`config.mk`:
```
export PLATFORM = sky130hd
export DESIGN_NAME = pcss_link_rx
export DESIGN_NICKNAME = d
export VERILOG_FILES = /design/src/rtl/pcss_link_rx.sv
export SDC_FILE = /design/constraint.sdc
export NUM_CORES = 1
export LEC_CHECK = 0
export BUFFER_PORTS_ARGS = -buffer_cell sky130_fd_sc_hd__buf_2
export CORE_ASPECT_RATIO = 1.1
export CORE_MARGIN = 2
export CORE_UTILIZATION = 55
export CTS_CLUSTER_DIAMETER = 50
export DETAILED_ROUTE_END_ITERATION = 7
export PLACE_DENSITY = 0.7
export SYNTH_ARGS = -nofsm -noshare
export SYNTH_HDL_FRONTEND = slang
export SYNTH_SLANG_ARGS = --single-unit
```
`constraint.sdc`:
```
create_clock -name clk -period 10.2 [get_ports clk]
set_input_delay 0.51 -clock clk [delete_from_list [all_inputs] [get_ports clk]]
set_output_delay 0.51 -clock clk [all_outputs]
set_load 0.02 [all_outputs]
```
`src/rtl/pcss_link_rx.sv`:
```
// pcss_link_rx: receive endpoint for the PCSS chip send port.
// Accepts 16-bit parity-protected flits and checks their parity. Packs four
// flits MSB-first into one 64-bit word and buffers the words in a small FIFO.
// The FIFO drains onto an AXI-stream master. An all-ones word is flagged with
// tlast.
//
// Handshake rules, on both sides: a transfer happens on the rising clock edge
// where valid and ready are both high. valid never waits for ready. ready is
// driven only from registers, so neither link_valid nor M_AXIS_tready reaches
// an output combinationally.
module pcss_link_rx #(
    parameter int                    LINK_W     = 16,
    parameter int                    DATA_WIDTH = 64,
    parameter int                    DEPTH      = 8,
    parameter logic [DATA_WIDTH-1:0] EOP_WORD   = {DATA_WIDTH{1'b1}}
) (
    input  logic                      clk,
    input  logic                      rst_n,
    input  logic [LINK_W-1:0]         link_data_in,
    input  logic                      link_valid,
    input  logic                      link_par,
    output logic                      link_ready,
    output logic                      link_err,
    output logic [DATA_WIDTH-1:0]     M_AXIS_tdata,
    output logic                      M_AXIS_tvalid,
    output logic                      M_AXIS_tlast,
    output logic [DATA_WIDTH/8-1:0]   M_AXIS_tkeep,
    input  logic                      M_AXIS_tready,
    output logic [15:0]               err_cnt,
    output logic [$clog2(DEPTH):0]    fifo_level
);

    localparam int            AW       = $clog2(DEPTH);
    localparam logic [AW:0]   FULL_LVL = (AW+1)'(DEPTH);

    // Assembly state. The last flit goes straight into the FIFO, so only the
    // upper three flit slots need to be held.
    logic [1:0]                   flit_cnt;
    logic [DATA_WIDTH-1:LINK_W]   asm_q;

    // FIFO storage, pointers and the word shown while the FIFO is empty
    logic [DATA_WIDTH-1:0]        mem [DEPTH];
    logic                         last_mem [DEPTH];
    logic [AW-1:0]                wr_ptr;
    logic [AW-1:0]                rd_ptr;
    logic [DATA_WIDTH-1:0]        hold_data;
    logic                         hold_last;

    logic                         accept;
    logic                         par_ok;
    logic                         push;
    logic                         pop;
    logic [DATA_WIDTH-1:0]        full_word;

    // Only the fourth flit needs FIFO room. The first three are always taken.
    assign link_ready = (flit_cnt != 2'd3) || (fifo_level < FULL_LVL);
    assign accept     = link_valid && link_ready;
    assign par_ok     = (link_par == ^link_data_in);
    assign push       = accept && par_ok && (flit_cnt == 2'd3);
    assign pop        = M_AXIS_tvalid && M_AXIS_tready;
    assign full_word  = {asm_q, link_data_in};

    assign M_AXIS_tvalid = (fifo_level != '0);
    assign M_AXIS_tdata  = M_AXIS_tvalid ? mem[rd_ptr] : hold_data;
    assign M_AXIS_tlast  = M_AXIS_tvalid ? last_mem[rd_ptr] : hold_last;
    assign M_AXIS_tkeep  = '1;

    // Flit assembly. A parity error throws away the partial word and restarts
    // the count at flit 0.
    always_ff @(posedge clk or negedge rst_n) begin
        if (!rst_n) begin
            flit_cnt <= 2'd0;
            asm_q    <= '0;
        end else if (accept) begin
            if (!par_ok || flit_cnt == 2'd3) begin
                flit_cnt <= 2'd0;
                asm_q    <= '0;
            end else begin
                for (int k = 0; k < 3; k++) begin
                    if (flit_cnt == 2'(k)) begin
                        asm_q[(3-k)*LINK_W +: LINK_W] <= link_data_in;
                    end
                end
                flit_cnt <= flit_cnt + 2'd1;
            end
        end
    end

    // Parity error pulse back to the chip, plus a saturating error counter
    always_ff @(posedge clk or negedge rst_n) begin
        if (!rst_n) begin
            link_err <= 1'b0;
            err_cnt  <= 16'd0;
        end else begin
            link_err <= accept && !par_ok;
            if (accept && !par_ok && err_cnt != 16'hFFFF) begin
                err_cnt <= err_cnt + 16'd1;
            end
        end
    end

    // Word storage. An entry is only read while the FIFO holds it, so the
    // array needs no reset.
    always_ff @(posedge clk) begin
        if (push) begin
            mem[wr_ptr]      <= full_word;
            last_mem[wr_ptr] <= (full_word == EOP_WORD);
        end
    end

    // FIFO pointers and level. The popped word is kept so tdata holds its last value when empty.
    always_ff @(posedge clk or negedge rst_n) begin
        if (!rst_n) begin
            wr_ptr     <= '0;
            rd_ptr     <= '0;
            fifo_level <= '0;
            hold_data  <= '0;
            hold_last  <= 1'b0;
        end else begin
            if (push) begin
                wr_ptr <= wr_ptr + AW'(1);
            end
            if (pop) begin
                rd_ptr    <= rd_ptr + AW'(1);
                hold_data <= mem[rd_ptr];
                hold_last <= last_mem[rd_ptr];
            end
            case ({push, pop})
                2'b10:   fifo_level <= fifo_level + 1'b1;
                2'b01:   fifo_level <= fifo_level - 1'b1;
                default: fifo_level <= fifo_level;
            endcase
        end
    end

endmodule
```
==> metrics.csv <==
stage,metric,value,unit
status,run status,finished clean,
timing,RSZ-0062 raised after global routing,false,
routing,routed wire length,53300,um
routing,vias,13231,
synth,Syn Std Cell Area,25900,um2
die,Die ar.,48800,um2
clock_tree,CTS tree,done,
timing,Min Hold Slack,30.8,ps
power_and_ir_drop,leakage power,10.5,nW
die,Initial Util,0.555,
final_layout,Fill cells,3212,
clock_tree,htree depth,3,
worst_setup_path,crit path capture type,output pin,
power_and_ir_drop,Tot Pwr,8.51,mW
worst_setup_path,Setup Crit Path Kind,register to output pin,
grt,first-pass GRT wire length,82800,um
place,PortBufs,108,
final_layout,# diodes,0,
place,Setup WS pre-CTS,5730,ps
synth,Yosys cell types,43,
synth,synthesized area per cell,18.3,um2
timing,Final Skew,12.7,ps
worst_setup_path,Buf/Inv on CP,2,
clock_tree,TritonCTS sink count,662,
final_layout,Nets,1572,
worst_setup_path,"critical path, cell by cell",buf_4 > mux4_2 > mux2i_1 > a21oi_1 > buf_2,
clock_tree,Hold Buf Count CTS,0,
power_and_ir_drop,cell internal pwr,5.71,mW
clock_tree,CTS buffer count,67,
job,MaxCap Viol Count,0,
grt,initial antenna violation count,2,
clock_tree,clk root buf,clkbuf_16,
routing,DR iter-0 viols,1187,
timing,Peak Freq,233,MHz
power_and_ir_drop,sequential power share,0.444,
synth,Yosys top cell area share,0.603,
synth,Post-Synthesis Cells,1414,
timing,Final Hold Vio Count,0,
worst_setup_path,startpoint types,register,
routing,drt drc,0,
die,# IOs,117,
die,# rows,83,
timing,Final TNS setup,0,ps
final_layout,Area Overhead vs Synth,12.8,%
timing,Worst slew margin,0.152,
timing,minimum clock period,4300,ps
worst_setup_path,"Data required, critical path",9690,ps
synth,"Seq/Total Area, Yosys",0.740,
clock_tree,register clock-pin slew on the reported worst setup and hold paths,60,ps
timing,period utilization,0.421,
final_layout,share of layout cells above drive strength 1,0.242,
final_layout,fin util,0.626,
worst_setup_path,cell family with the largest share of critical-path delay,buffers and inverters,
synth,Post-synth EDFFs,520,
grt,vias in the first global route,13702,
routing,routed vias/inst,6.06,
synth,Synth Register Bits,662,
routing,Routed Antenna Nets,0,
timing,Final Max Tran Viols,0,
place,gpl congestion,0.784,
final_layout,flip-flop and latch area,19200,um2
worst_setup_path,largest fanout on the critical path,73,
power_and_ir_drop,Worst VDD drop,235,uV
worst_setup_path,Crit path arrival time,3790,ps
power_and_ir_drop,clock power share,0.276,
grt,pin count of the biggest net entering global routing,109,
synth,asr flop ratio synth,0.215,
worst_setup_path,number of stages on the worst setup path,5,
power_and_ir_drop,switch share,0.329,
worst_setup_path,R2R Setup Slk,6140,ps
clock_tree,Clock Tree Buf Depth,3,
power_and_ir_drop,Pwr Density,291,nW/um2
timing,final setup fails,0,
grt,GR Overflow Total,0,
die,core area,46600,um2
min_path,Min-Delay Path Class,input port to asynchronous set/reset pin,
final_layout,multi-input logic area,6410,um2
place,Post-DP HPWL,31000,um
synth,post-synthesis cell type with the largest combined area,edfxtp_1,
timing,Worst-Margin Slew,1260,ps
synth,YS warnings,0,
die,Die Width,211,um
clock_tree,# resized after CTS,0,
worst_setup_path,slowest cell delay on critical path,990,ps
routing,Pre-Repair DR Iteration Count,5,
synth,most area-consuming cells after synthesis,"edfxtp_1 (60%), dfrtp_1 (14%), mux4_2 (11%)",
synth,predominant post-synthesis flop cell,edfxtp_1,
routing,WL/cell,24.4,um
clock_tree,# Post-CTS Setup Buffers,0,
power_and_ir_drop,Logic pwr share,0.280,
grt,Total Routing Usage GR,0.228,
worst_setup_path,worst r2r path cells,7,
timing,post-route worst setup slack,5900,ps
clock_tree,worst skew pair latency,580,ps
power_and_ir_drop,switching power,2.80,mW
die,Die Y,232,um
worst_setup_path,"Slowest-stage cell, CP",dfrtp_4,
sequential cells by signal (all words and copies together) (netlist names):
name / count
asm_q: 48
hold_data: 64
flit_cnt: 2
fifo_level: 4
link_err: 1
last_mem: 8
rd_ptr: 3
err_cnt: 16
mem: 512
wr_ptr: 3
hold_last: 1
synth_stat cells, types with 9 or more instances:
| cell type | n |
|---|---|
| dfrtp_1 | 142 |
| nand2_1 | 79 |
| nor2_1 | 79 |
| buf_2 | 20 |
| nand4_1 | 26 |
| ha_1 | 18 |
| xnor2_1 | 22 |
| a21oi_1 | 67 |
| edfxtp_1 | 520 |
| o21ai_0 | 65 |
| a22o_1 | 48 |
| mux2i_1 | 65 |
| clkbuf_1 | 49 |
| mux4_2 | 130 |
| buf_4 | 9 |
routing by layer:
metal  up-vias  share of wire  track usage  wire (um)
met2       434           0.50        0.370      26400
met3        99          0.058       0.0413       3090
met4         4          0.027       0.0788       1430
li1       5830              -            -          -
met5         -        0.00051            0         27
met1      6864           0.42        0.316      22300
per-stage QoR:
stage	std cells	instance area [um2]
after floorplan	1421	25900
after CTS	2183	29200
after global routing	2183	29200
after detailed placement	2059	27100
after global placement	2059	27100
final	2183	29200
worst paths after layout:
kind	startpoint	endpoint
setup / recovery	rd_ptr[1]	M_AXIS_tdata[60]
hold / removal	rst_n	hold_data[12]
setup reg to reg	flit_cnt[0]	mem[1][42]
hold reg to reg	hold_data[37]	hold_data[37]
max in group asynchronous	rst_n	rd_ptr[2]
min in group clk	link_valid	flit_cnt[1]
final cells by class:
class	instances	share of cell area
flip-flops and latches	662	0.657
repair buffers	130	0.0248
clock buffers	102	0.0671
well taps	595	0.0255
clock inverters	22	0.00587
inverters	6	0.000771
multi-input cells	666	0.219
placed cells by master, fill, tap and decap left out, drive strengths merged, types with 2 or more instances in the layout:
master / Yosys / routed
nand4: 26 / 26
nor2: 79 / 79
and2: 4 / 4
or4: 2 / 2
buf: 38 / 130
clkinv: 0 / 14
o22ai: 2 / 2
mux2: 5 / 5
mux4: 130 / 130
inv: 6 / 12
nor3: 6 / 6
a21oi: 67 / 67
mux2i: 65 / 65
xor2: 6 / 6
nand2b: 2 / 2
or3: 2 / 2
nand2: 79 / 79
ha: 18 / 18
xnor2: 23 / 23
dfrtp: 142 / 142
nand3: 8 / 8
o31ai: 3 / 3
clkbuf: 49 / 102
nor2b: 3 / 3
nor4: 5 / 5
edfxtp: 520 / 520
a22o: 48 / 48
o21ai: 65 / 65
conb: 1 / 8
nand3b: 2 / 2
cells by family (layout without fill, tap and decap cells):
group | after synthesis | after routing | share of synthesized area
AND/OR/NAND/NOR | 223 | 223 | 0.0389
multiplexers | 200 | 200 | 0.140
buffers and inverters | 93 | 260 | 0.0160
XOR/XNOR | 30 | 30 | 0.0114
flip-flops | 662 | 662 | 0.740
other | 1 | 8 | 0.000145
adder cells (fa/ha/maj) | 18 | 18 | 0.00870
AO/OA/AOI/OAI | 187 | 187 | 0.0443
power by group through the flow:
| stage | Clock [mW] | Sequential, mW | Combinational (mW) |
|---|---|---|---|
| 2_1_floorplan | 0 | 3.59 | 1.83 |
| 5_1_grt | 2.50 | 3.84 | 2.59 |
| 4_1_cts | 2.39 | 3.79 | 2.43 |
| 3_5_place_dp | 0 | 3.84 | 2.42 |
| 3_3_place_gp | 0 | 3.82 | 2.39 |
| 6_report | 2.35 | 3.78 | 2.38 |
(Power assumes the default switching activity.)
